--- src/rtl/id_ex_stage.sv ---
// ---------------------------------------------------------------------------
// id_ex_stage
//
// ID/EX pipeline register of the 5-stage MIPS core, sitting just upstream of
// the ALU. Captures decoded operands and control each cycle. It holds them
// while stalled and loads a bubble on flush. Combinationally, it applies
// EX/MEM and MEM/WB forwarding plus the immediate select, so data1/data2/
// ALUControl are ready for the ALU. It also raises the load-use hazard flag.
//
// Ports
//   clk, reset          clock, synchronous active-high reset
//   stall, flush        hold all fields / load a bubble (flush wins)
//   id_*                decoded instruction from the ID stage
//   ex_mem_*, mem_wb_*  forwarding sources from the downstream stages
//   data1, data2        ALU operands (forwarded, immediate-selected)
//   ALUControl          registered ALU operation
//   store_data          forwarded rt value, used as sw data
//   write_reg           destination register index
//   ex_valid, ex_*      registered valid and downstream controls
//   load_use_hazard     stall request toward ID/IF
// ---------------------------------------------------------------------------
module id_ex_stage #(
    parameter int DW = 32,
    parameter int RW = 5
) (
    input  logic          clk,
    input  logic          reset,
    input  logic          stall,
    input  logic          flush,
    input  logic          id_valid,
    input  logic [DW-1:0] id_rs_data,
    input  logic [DW-1:0] id_rt_data,
    input  logic [DW-1:0] id_imm,
    input  logic [RW-1:0] id_rs,
    input  logic [RW-1:0] id_rt,
    input  logic [RW-1:0] id_rd,
    input  logic [3:0]    id_alu_control,
    input  logic          id_alusrc,
    input  logic          id_regdst,
    input  logic          id_regwrite,
    input  logic          id_memread,
    input  logic          id_memwrite,
    input  logic          id_memtoreg,
    input  logic          ex_mem_regwrite,
    input  logic [RW-1:0] ex_mem_rd,
    input  logic [DW-1:0] ex_mem_result,
    input  logic          mem_wb_regwrite,
    input  logic [RW-1:0] mem_wb_rd,
    input  logic [DW-1:0] mem_wb_result,
    output logic [DW-1:0] data1,
    output logic [DW-1:0] data2,
    output logic [3:0]    ALUControl,
    output logic [DW-1:0] store_data,
    output logic [RW-1:0] write_reg,
    output logic          ex_valid,
    output logic          ex_regwrite,
    output logic          ex_memread,
    output logic          ex_memwrite,
    output logic          ex_memtoreg,
    output logic          load_use_hazard
);

    // Registered pipeline fields
    logic          valid_reg;
    logic [DW-1:0] rs_data_reg;
    logic [DW-1:0] rt_data_reg;
    logic [DW-1:0] imm_reg;
    logic [RW-1:0] rs_reg;
    logic [RW-1:0] rt_reg;
    logic [RW-1:0] write_reg_reg;
    logic [3:0]    alu_control_reg;
    logic          alusrc_reg;
    logic          regwrite_reg;
    logic          memread_reg;
    logic          memwrite_reg;
    logic          memtoreg_reg;

    // Destination is resolved at capture so later stages only see one index.
    // Control bits of an invalid instruction are cleared so it behaves as a bubble.
    logic [RW-1:0] write_reg_next;
    logic          regwrite_next;
    logic          memread_next;
    logic          memwrite_next;
    logic          memtoreg_next;

    assign write_reg_next = id_regdst ? id_rd : id_rt;
    assign regwrite_next  = id_valid & id_regwrite;
    assign memread_next   = id_valid & id_memread;
    assign memwrite_next  = id_valid & id_memwrite;
    assign memtoreg_next  = id_valid & id_memtoreg;

    always_ff @(posedge clk) begin
        if (reset || flush) begin
            valid_reg       <= 1'b0;
            rs_data_reg     <= '0;
            rt_data_reg     <= '0;
            imm_reg         <= '0;
            rs_reg          <= '0;
            rt_reg          <= '0;
            write_reg_reg   <= '0;
            alu_control_reg <= '0;
            alusrc_reg      <= 1'b0;
            regwrite_reg    <= 1'b0;
            memread_reg     <= 1'b0;
            memwrite_reg    <= 1'b0;
            memtoreg_reg    <= 1'b0;
        end else if (!stall) begin
            valid_reg       <= id_valid;
            rs_data_reg     <= id_rs_data;
            rt_data_reg     <= id_rt_data;
            imm_reg         <= id_imm;
            rs_reg          <= id_rs;
            rt_reg          <= id_rt;
            write_reg_reg   <= write_reg_next;
            alu_control_reg <= id_alu_control;
            alusrc_reg      <= id_alusrc;
            regwrite_reg    <= regwrite_next;
            memread_reg     <= memread_next;
            memwrite_reg    <= memwrite_next;
            memtoreg_reg    <= memtoreg_next;
        end
    end

    // Forwarding: index 0 is operand A (rs), index 1 is operand B (rt).
    // The younger EX/MEM result wins over MEM/WB. Register 0 is never forwarded.
    logic [1:0][RW-1:0] src_idx;
    logic [1:0][DW-1:0] src_data;
    logic [1:0][DW-1:0] fwd;

    assign src_idx[0]  = rs_reg;
    assign src_idx[1]  = rt_reg;
    assign src_data[0] = rs_data_reg;
    assign src_data[1] = rt_data_reg;

    genvar gi;
    generate
        for (gi = 0; gi < 2; gi++) begin : g_fwd
            logic ex_hit;
            logic wb_hit;
            assign ex_hit  = ex_mem_regwrite && (ex_mem_rd == src_idx[gi]) && (src_idx[gi] != '0);
            assign wb_hit  = mem_wb_regwrite && (mem_wb_rd == src_idx[gi]) && (src_idx[gi] != '0);
            assign fwd[gi] = ex_hit ? ex_mem_result :
                             wb_hit ? mem_wb_result : src_data[gi];
        end
    endgenerate

    assign data1       = fwd[0];
    assign data2       = alusrc_reg ? imm_reg : fwd[1];
    assign store_data  = fwd[1];
    assign ALUControl  = alu_control_reg;
    assign write_reg   = write_reg_reg;
    assign ex_valid    = valid_reg;
    assign ex_regwrite = regwrite_reg;
    assign ex_memread  = memread_reg;
    assign ex_memwrite = memwrite_reg;
    assign ex_memtoreg = memtoreg_reg;

    // A load in EX whose result is needed by the instruction now in ID.
    // rt only counts as a source when ID does not take the immediate.
    assign load_use_hazard = valid_reg && memread_reg && (write_reg_reg != '0) &&
                             ((write_reg_reg == id_rs) ||
                              ((write_reg_reg == id_rt) && !id_alusrc));

endmodule

--- config.mk ---
export PLATFORM = sky130hd
export DESIGN_NAME = id_ex_stage
export DESIGN_NICKNAME = d
export VERILOG_FILES = /design/src/rtl/id_ex_stage.sv
export SDC_FILE = /design/constraint.sdc
export NUM_CORES = 1
export LEC_CHECK = 0
export BUFFER_PORTS_ARGS = -buffer_cell sky130_fd_sc_hd__buf_2
export CORE_MARGIN = 2
export CORE_UTILIZATION = 43
export DETAILED_ROUTE_END_ITERATION = 10
export PLACE_DENSITY = 0.77
export REMOVE_ABC_BUFFERS = 1
export SYNTH_ARGS = -nofsm -noshare
export SYNTH_HDL_FRONTEND = slang
export SYNTH_SLANG_ARGS = --single-unit
--- constraint.sdc ---
create_clock -name clk -period 1.8 [get_ports clk]
set_input_delay 0.27 -clock clk [delete_from_list [all_inputs] [get_ports clk]]
set_output_delay 0.27 -clock clk [all_outputs]
set_load 0.01 [all_outputs]
==> results of run 1 <==
power groups by stage:
stage	logic, mW	clock network (mW)	registers, mW
detailed placement	1.11	0	2.88
global placement	1.09	0	2.88
floorplan	0.506	0	2.88
global route	1.30	3.89	2.84
CTS	1.15	3.78	2.83
finish	1.21	3.72	2.83
timing repair:
item                                    in CTS  in global routing
hold buffers                                 0                  0
pin swaps                                    9                 12
gates resized for setup                     55                 73
endpoints found under the setup margin      97                 97
setup buffers                                6                  3
cloned                                       2                  7
routing by layer:
layer  share of wire  routed length (um)
met1            0.40                9570
met2            0.50               12000
met3           0.077                1840
met4           0.023                 549
met5         0.00046                  11
Yosys cell counts (3+ instances only):
cell      number
buf_8          3
buf_2          9
dfxtp_1      121
a22oi_1        4
nand4_1        3
xnor2_1       14
clkbuf_1      42
nor2_1       159
nor3_1        36
mux2i_1      180
inv_1         32
a221oi_2      31
o21ai_1       31
buf_4          3
a21oi_1       38
nand2_1       33
xor2_1        14
buf_12         3
layout make-up:
cell class	count	share of cell area
tap	216	0.0263
multi-input combinational	562	0.428
clock inverter	6	0.0130
inverter	32	0.0117
clock buffer	24	0.0498
timing repair buffer	366	0.233
sequential	121	0.238
cell families (layout without fill, tap and decap cells):
group | after synthesis | after routing | share of synthesized area
flops | 121 | 121 | 0.352
xor+xnor | 28 | 28 | 0.0356
simple gates | 244 | 244 | 0.154
mux | 180 | 180 | 0.262
compound gates | 110 | 110 | 0.129
buf+inv | 95 | 428 | 0.0682
critical path, cell delays in order, from the launching register on:
cell	delay, ns
dfxtp_2	0.32
buf_6	0.12
buf_6	0.11
xnor2_2	0.14
nand4_1	0.17
nor4_4	0.35
buf_12	0.22
clkbuf_16	0.19
nand2_1	0.05
o21ai_1	0.07
buf_2	0.15
per-stage QoR:
stage	utilization	setup TNS (ns)	setup WS, ns
2_1_floorplan	-	-145.39	-2.64
3_3_place_gp	0.563	-24.06	-0.327
3_5_place_dp	0.563	-25.46	-0.346
4_1_cts	0.622	-66.53	-0.745
5_1_grt	0.652	-77.57	-0.875
6_report	0.652	-70.15	-0.798
layout by cell type, fill, tap and decap left out, types with 2 or more instances in the layout:
| master | Yosys | final |
|---|---|---|
| dfxtp_2 | 0 | 10 |
| nor2_1 | 159 | 158 |
| dfxtp_4 | 0 | 4 |
| a22oi_1 | 4 | 4 |
| xnor2_2 | 0 | 4 |
| o21ai_1 | 31 | 16 |
| xnor2_1 | 14 | 10 |
| clkbuf_16 | 0 | 24 |
| buf_16 | 0 | 2 |
| nor3_2 | 1 | 10 |
| bufinv_16 | 0 | 4 |
| clkbuf_8 | 0 | 6 |
| nand4_1 | 3 | 3 |
| mux2i_4 | 0 | 3 |
| a221oi_2 | 31 | 32 |
| nor4_4 | 2 | 3 |
| mux2i_2 | 0 | 30 |
| nor3_1 | 36 | 27 |
| mux2i_1 | 180 | 147 |
| nand2_2 | 0 | 22 |
| dfxtp_1 | 121 | 107 |
| buf_2 | 9 | 309 |
| buf_6 | 1 | 8 |
| xor2_1 | 14 | 14 |
| nand2_1 | 33 | 10 |
| buf_4 | 3 | 22 |
| or4_4 | 1 | 2 |
| buf_12 | 3 | 18 |
| o21ai_2 | 0 | 15 |
| o21ai_4 | 0 | 2 |
| inv_1 | 32 | 32 |
| a21oi_1 | 38 | 38 |
worst max-delay path by stage:
stage | startpoint | endpoint | depth (start not counted)
global placement | mem_wb_rd[3] | store_data[0] | 9
detailed placement | rt_reg[3] | store_data[0] | 8
floorplan | rt_reg[4] | data2[31] | 5
finish | rs_reg[0] | data1[12] | 10
CTS | rt_reg[0] | data2[0] | 7
global route | rt_reg[4] | data2[28] | 9
==> out/metrics.yaml, run 1 <==
outcome: "finished with violations"
violations: "negative setup slack"
start_kind: "flop"
arrival_ns: 2.33
final_nets: 1302
grt.overflow.total: 0
p_sw_mw: 1.88
area_delta_synth_final_pct: 49.3
clock-root-buffer: "clkbuf_16"
grt_pass1_vias: 6471
placed_cells: 1282
viasPerCell: 5.30
p_int_mw: 5.88
p_sw_frac: 0.242
rows: 46
path_clk_slew_ns: 0.05
cts_buffers: 17
gp_congestion: 0.862
finalSetupViolCount: 97
grt_use_met3: 0.0729
grt_max_degree: 63
portBuffers: 312
layout_min_cycle_time_ns: 2.60
path_max_fanout: 9
sequentialPowerShare: 0.365
skew_ns: 0
synth_edf_count: 0
peakVddDrop_mv: 0.571
p_leak_nw: 4.72
cts_buffer_depth: 2
synthDistinctLibCells: 36
rsz0062_at_grt: "true"
placed_area_um2: 8870
instances_no_fill: 1327
firstDrtPassIters: 5
antenna_found_initial: 1
first_iter_violations: 449
power.total_mw: 7.76
drive_above_1_share: 0.485
power_density_nw_per_um2: 755
coreArea_um2: 15800
area.sequential_um2: 2450
hpwl_mm: 15.3
cts_tree: "built"
clk_latency_ns: 0.42
finalHoldViolCount: 0
drv_cap: 0
multi_input_area_um2: 4400
synth-seq-cells: 121
die_area_um2: 17000
r2r_start: "rt_reg[1]"
synthTopCellsByArea: "dfxtp_1, mux2i_1, nor2_1"
r2r_slack_ns: 0.90
route.vias.total: 7035
grtUsageTotal: 0.244
worst_pin_slew_ns: 0.362
h-tree-depth: 4
worst-setup-path-type: "flop to primary output"
synth_warnings: 0
top_usage_layer: "met2"
diodes: 0
fin_crit_sh: 1.44
hold_path.class: "input pin to flop"
start_util: 0.436
die_x_um: 131
syn_area_um2: 6880
postSynthAreaPerCell_um2: 8.85
drc: 0
relSlewSlack: 0.758
grt_pass1_wl_mm: 32.2
hp-start: "id_rt_data[30]"
worstHoldEndpoint: "rt_data_reg[30]"
setup_slack_ns: -0.798
clkPwrFrac: 0.479
regToRegEndpoint: "rt_reg[1]"
worstRegToRegCells: 3
cts_sinks: 121
ios: 313
ant_nets: 0
drt-total-wl_mm: 23.9
die_y_um: 131
yosysTopAreaCell: "dfxtp_1"
crit_path_end_kind: "primary output"
ys_seq_area_frac: 0.352
met2_usage: 0.420
stdcell_area_um2: 10300
fillers: 1275
p_comb_frac: 0.156
syn_inst: 778
synthFlopType: "dfxtp_1"
synth_top_area_share: 0.352
min_delay_path_depth: 3
wl_per_cell_um: 18.0
use_met1: 0.284
crit_required_ns: 1.53
hold_slack_ns: 0.0830
max_freq_ghz: 0.385
drv_slew: 0
synthArstFlopShare: 0
No activity file was read; power rests on OpenSTA's default activity.
==> run 2: changes to the inputs <==
Settings changed: CORE_UTILIZATION 43 to 44, CTS_BUF_LIST set to sky130_fd_sc_hd__clkbuf_8, PLACE_DENSITY 0.77 to 0.79.
==> out/metrics.yaml, run 2 (synthesis gave the netlist of run 1 again) <==
worst-setup-path-type: "flop to primary output"
hold_buffers: 0  # unchanged
firstDrtPassIters: 5  # unchanged
clock-root-buffer: "clkbuf_8"
crit_path_end_kind: "primary output"
area.sequential_um2: 2450  # -0.15%
coreArea_um2: 15300  # -3.2%
ios: 313  # unchanged
violations: "negative setup slack"
gp_congestion: 0.853  # -1.1%
cts_sinks: 121  # unchanged
grtUsageTotal: 0.255  # +0.0109
finalSetupViolCount: 97  # unchanged
outcome: "finished with violations"
grt_pass1_wl_mm: 33.3  # +3.3%
start_util: 0.451  # +0.0146
antenna_found_initial: 3  # +2
layout_common_cells: "buf_2, mux2i_1, nor2_1"
hpwl_mm: 16.1  # +5.2%
grt_pass1_vias: 6793  # +5.0%
path_max_fanout: 34  # +25
fillers: 1163  # -8.8%
rsz0062_at_grt: "true"
viasPerCell: 5.29  # -0.26%
clk_latency_ns: 0.44  # +0.02 ns
fin_crit_sh: 1.51  # +0.0623
rows: 45  # -2.2%
die_x_um: 129  # -1.1%
final_nets: 1328  # +2.0%
drv_slew: 0  # unchanged
cts_buffer_depth: 2  # unchanged
power.total_mw: 6.63  # -15%
cts_buffers: 17  # unchanged
setup_slack_ns: -0.910  # -0.112 ns
peakVddDrop_mv: 0.525  # -8.0%
drc: 0  # unchanged
met1_length_mm: 9.55  # -0.17%
arrival_ns: 2.44  # +0.11 ns
cts_tree: "built"
grt_max_degree: 40  # -37%
drt-total-wl_mm: 24.8  # +3.5%
die_y_um: 129  # -1.1%
routed.top_layer: "met4"
wl_met2_mm: 12.5  # +4.9%
ant_nets: 0  # unchanged
wl_per_cell_um: 18.3  # +1.5%
layout_min_cycle_time_ns: 2.71  # +0.112 ns
h-tree-depth: 4  # unchanged
worst_pin_slew_ns: 0.507  # +0.145 ns
grt.overflow.total: 0  # unchanged
first_iter_violations: 440  # -2.0%
crit_required_ns: 1.53  # about the same
placed_cells: 1296  # +1.1%
power_density_nw_per_um2: 641  # -15%
final_common_cell: "buf_2"
path_clk_slew_ns: 0.07  # +0.02 ns
max_freq_ghz: 0.369  # -4.1%
start_kind: "flop"
finalHoldViolCount: 0  # unchanged
stdcell_area_um2: 10300  # +0.61%
instances_no_fill: 1352  # +1.9%
p_leak_nw: 4.82  # +2.2%
multi_input_area_um2: 4480  # +2.0%
skew_ns: 0  # unchanged
drive_above_1_share: 0.498  # +0.0131
placed_area_um2: 9010  # +1.5%
wl_met3_mm: 1.74  # -5.2%
die_area_um2: 16700  # -2.2%
drv_cap: 0  # unchanged
area_delta_synth_final_pct: 50.2
hold_path.class: "input pin to flop"
route.vias.total: 7149  # +1.6%
final_util: 0.678  # +0.0260
portBuffers: 312  # unchanged
relSlewSlack: 0.662  # -0.0965
==> run 2: cell count changes in the layout (fill, tap and decap cells not counted), sizes merged <==
cell    change
buf        +27
bufinv      -1
clkbuf      -4
clkinv      +4
diode       +3
inv         +1
==> run 2: metal layers <==
metal	GRT usage	vias up
met5	0	-
met4	0.113	0
met3	0.0665	73
met2	0.465	324
met1	0.279	3348
li1	-	3404
==> run 2: worst max-delay path, cell delays in order, from the launching register on <==
cell	delay (ns)
dfxtp_2	0.35
buf_4	0.14
xor2_1	0.16
nor3_2	0.25
nand4_4	0.20
buf_6	0.19
buf_12	0.17
buf_4	0.15
nor2_1	0.13
a21oi_1	0.08
buf_2	0.15
==> run 2: cell type report <==
class	instances	share of cell area
Timing Repair Buffer	392	0.252
Tap cell	211	0.0255
Clock inverter	10	0.0121
Multi-Input combinational cell	562	0.434
Antenna cell	3	0.000726
Sequential cell	121	0.237
Inverter	32	0.0116
Clock buffer	21	0.0280
==> run 2: per-stage QoR <==
| stage | TNS (ns) | hold slack [ns] | worst slack, ns |
|---|---|---|---|
| 2_1_floorplan | -145.39 | 0.409 | -2.64 |
| 3_3_place_gp | -21.16 | 0.469 | -0.328 |
| 3_5_place_dp | -25.53 | 0.482 | -0.370 |
| 4_1_cts | -68.73 | 0.0280 | -0.826 |
| 5_1_grt | -82.79 | 0.0345 | -1.04 |
| 6_report | -73.27 | 0.0558 | -0.910 |
==> run 2: worst paths after layout <==
| check | cells after the start | from | end | slack, ns |
|---|---|---|---|---|
| worst min-delay path | 3 | id_imm[8] | imm_reg[8] | 0.06 |
| worst max register to register | 3 | alusrc_reg | alusrc_reg | 0.88 |
| worst min register to register | 2 | imm_reg[31] | imm_reg[31] | 0.50 |
| worst max-delay path | 10 | rt_reg[0] | store_data[12] | -0.91 |
==> run 2: report_power, final <==
part | switching (mW) | internal (mW)
Sequential | 0.0639 | 2.76
Clock | 1.08 | 1.49
Combinational | 0.632 | 0.606
Total | 1.77 | 4.86
==> run 2: what timing repair did <==
action,CTS,global route
setup buffers,2,10
endpoints found under the hold margin,0,0
endpoints found under the setup margin,97,97
cloned,0,10
gates resized for setup,57,102
pin swaps,12,36
==> run 3: changes to the inputs <==
Settings changed: ABC_AREA set to 1, CORE_UTILIZATION 44 to 45, PLACE_DENSITY 0.79 to 0.8.
==> out/metrics.yaml, run 3 <==
grt.overflow.total: 0  # unchanged
crit_required_ns: 1.53  # about the same
synthTopCellsByArea: "dfxtp_1, nand2_1, nand3_1"
finalHoldViolCount: 0  # unchanged
drv_cap: 0  # unchanged
hpwl_mm: 18.2  # +13%
drive_above_1_share: 0.412  # -0.0866
layout_min_cycle_time_ns: 2.31  # -0.395 ns
start_util: 0.464  # +0.0128
coreArea_um2: 15300  # +0.37%
firstDrtPassIters: 5  # unchanged
rows: 45  # unchanged
crit_path_end_kind: "primary output"
startpoint: "rt_reg[3]"
ant_nets: 0  # unchanged
skew_ns: 0  # unchanged
cp-endpoint: "store_data[0]"
die_area_um2: 16800  # +0.89%
start_kind: "flop"
p_int_mw: 4.70  # -3.2%
grt_pass1_wl_mm: 40.9  # +23%
cts_sinks: 121  # unchanged
finalSetupViolCount: 96  # -1.0%
layout_common_cells: "nand2_1, buf_2, dfxtp_1"
p_comb_frac: 0.222  # +0.035
worst_pin_slew_ns: 0.575  # +0.0676 ns
drv_slew: 0  # unchanged
cts_buffer_depth: 2  # unchanged
clock-root-buffer: "clkbuf_8"
cts_tree: "built"
r2r_slack_ns: 0.84  # -0.04 ns
area_delta_synth_final_pct: 52.0
first_iter_violations: 737  # +68%
die_y_um: 130  # +0.45%
setup_tns_ns: -44.86  # +28.41 ns
yosysTopAreaCell: "dfxtp_1"
ios: 313  # unchanged
antenna_found_initial: 1  # -2
rsz0062_at_grt: "true"
worstRegToRegCells: 4  # +1
p_sw_mw: 2.01  # +13%
min_delay_path_depth: 3  # unchanged
max_freq_ghz: 0.432  # +17%
wl_per_cell_um: 17.5  # -4.4%
synthAdderAreaFrac: 0  # unchanged
drc: 0  # unchanged
synth_simple_gate_area_frac: 0.435  # +0.281
grt_max_degree: 122  # +200%
path_clk_slew_ns: 0.08  # about the same
clkPwrFrac: 0.357  # -0.030
power_density_nw_per_um2: 622  # -3.1%
regToRegEndpoint: "rt_reg[4]"
synth_top_area_share: 0.341  # -0.0110
synthFlopType: "dfxtp_1"
gp_congestion: 0.877  # +2.9%
worst-setup-path-type: "flop to primary output"
grt_pass1_vias: 8253  # +21%
setup_slack_ns: -0.515  # +0.395 ns
portBuffers: 312  # unchanged
synth_edf_count: 0  # unchanged
die_x_um: 130  # +0.45%
cts_buffers: 17  # unchanged
synthArstFlopShare: 0  # unchanged
path_max_fanout: 5  # -85%
synth-xor-area-share: 0.00986  # -0.0258
final_common_cell: "nand2_1"
synth-seq-cells: 121  # unchanged
muxShareOfSynthArea: 0.00159  # -0.260
synth_top_cells_by_count: "nand2_1, nand3_1, dfxtp_1, a21oi_1, nand3b_1"
viasPerCell: 5.46  # +3.2%
synth_compound_area_frac: 0.118  # -0.0109
syn_inst: 1098  # +41%
postSynthAreaPerCell_um2: 6.47  # -27%
route.vias.total: 8965  # +25%
violations: "negative setup slack"
r2r_start: "rt_reg[4]"
final_nets: 1621  # +22%
ys_seq_area_frac: 0.341  # -0.0110
outcome: "finished with violations"
peakVddDrop_mv: 0.601  # +14%
relSlewSlack: 0.617  # -0.0451
fin_crit_sh: 1.29  # -0.220
grtUsageTotal: 0.312  # +0.0565
post-synth-top-count-cell: "nand2_1"
sequentialPowerShare: 0.421  # -0.005
clk_latency_ns: 0.43  # about the same
drt-total-wl_mm: 28.8  # +16%
syn_area_um2: 7100  # +3.2%
p_sw_frac: 0.300  # +0.0322
final_util: 0.705  # +0.0276
fillers: 1274  # +9.5%
p_leak_nw: 5.43  # +13%
synth_top_family_by_area: "simple AND/OR/NAND/NOR gates"
synth_warnings: 0  # unchanged
arrival_ns: 2.04  # -0.40 ns
synthDistinctLibCells: 32  # -11%
h-tree-depth: 4  # unchanged
hold_path.class: "input pin to flop"
==> run 3: per-layer routing <==
| layer | up-vias | share of wire | GRT usage |
|---|---|---|---|
| met3 | 94 | 0.094 | 0.0652 |
| li1 | 4237 | - | - |
| met4 | 0 | 0.036 | 0.147 |
| met5 | - | 0 | 0 |
| met1 | 4093 | 0.39 | 0.368 |
| met2 | 541 | 0.48 | 0.540 |
==> run 3: repair_timing <==
item                                    4_1_cts  5_1_grt
resized for setup                           115      121
hold buffers                                  0        0
endpoints found under the setup margin       97       97
buffers inserted                             11        4
pin swaps                                    31       30
gates cloned                                  4        5
==> run 3: power by group through the flow <==
| stage | registers, mW | clock network [mW] | logic (mW) |
|---|---|---|---|
| finish | 2.83 | 2.40 | 1.49 |
| global route | 2.84 | 2.52 | 1.60 |
| floorplan | 2.88 | 0 | 0.543 |
| global placement | 2.88 | 0 | 1.23 |
| CTS | 2.82 | 2.41 | 1.35 |
| detailed placement | 2.88 | 0 | 1.23 |
==> run 3: final cells by class <==
type                    count  area [um^2]  share of cell area
diodes                      1         2.50            0.000232
clock buffers              19          262              0.0242
clock inverters            12          111              0.0103
inverters                  70          270              0.0250
multi-input cells         826         4650               0.431
flip-flops and latches    121         2450               0.227
well taps                 211          264              0.0244
repair buffers            383         2790               0.259
==> run 3: metrics by stage <==
stage	cell area, um^2	total power [mW]	instances	setup slack, ns	hold WS [ns]
5_1_grt	10800	6.96	1642	-0.617	0.0528
6_report	10800	6.71	1643	-0.515	0.0729
2_1_floorplan	6690	3.42	1017	-0.561	0.366
3_3_place_gp	9090	4.11	1588	-0.127	0.443
4_1_cts	10100	6.58	1634	-0.499	0.0468
3_5_place_dp	9090	4.11	1588	-0.116	0.454
==> run 3: how the worst min path moves through the flow <==
stage / slack, ns / endpoint / startpoint
3_3_place_gp: 0.44 / ex_memtoreg / ex_memtoreg
4_1_cts: 0.05 / imm_reg[6] / id_imm[6]
3_5_place_dp: 0.45 / rs_data_reg[11] / rs_data_reg[11]
6_report: 0.07 / rt_data_reg[18] / id_rt_data[18]
5_1_grt: 0.05 / ex_memtoreg / id_memtoreg
2_1_floorplan: 0.37 / alusrc_reg / stall
==> run 3: kinds of logic after synthesis <==
group           after synthesis
compound gates              143
xor+xnor                      8
buf+inv                     151
flops                       121
mux                           1
simple gates                674
==> run 3: critical path, stage by stage (launching register included) <==
cell	delay, ns
dfxtp_2	0.34
a21oi_1	0.21
nand2_2	0.10
nor2_4	0.12
buf_12	0.14
nand2_8	0.09
clkbuf_16	0.17
nand2_1	0.06
nand3_1	0.09
and2_4	0.16
buf_2	0.13
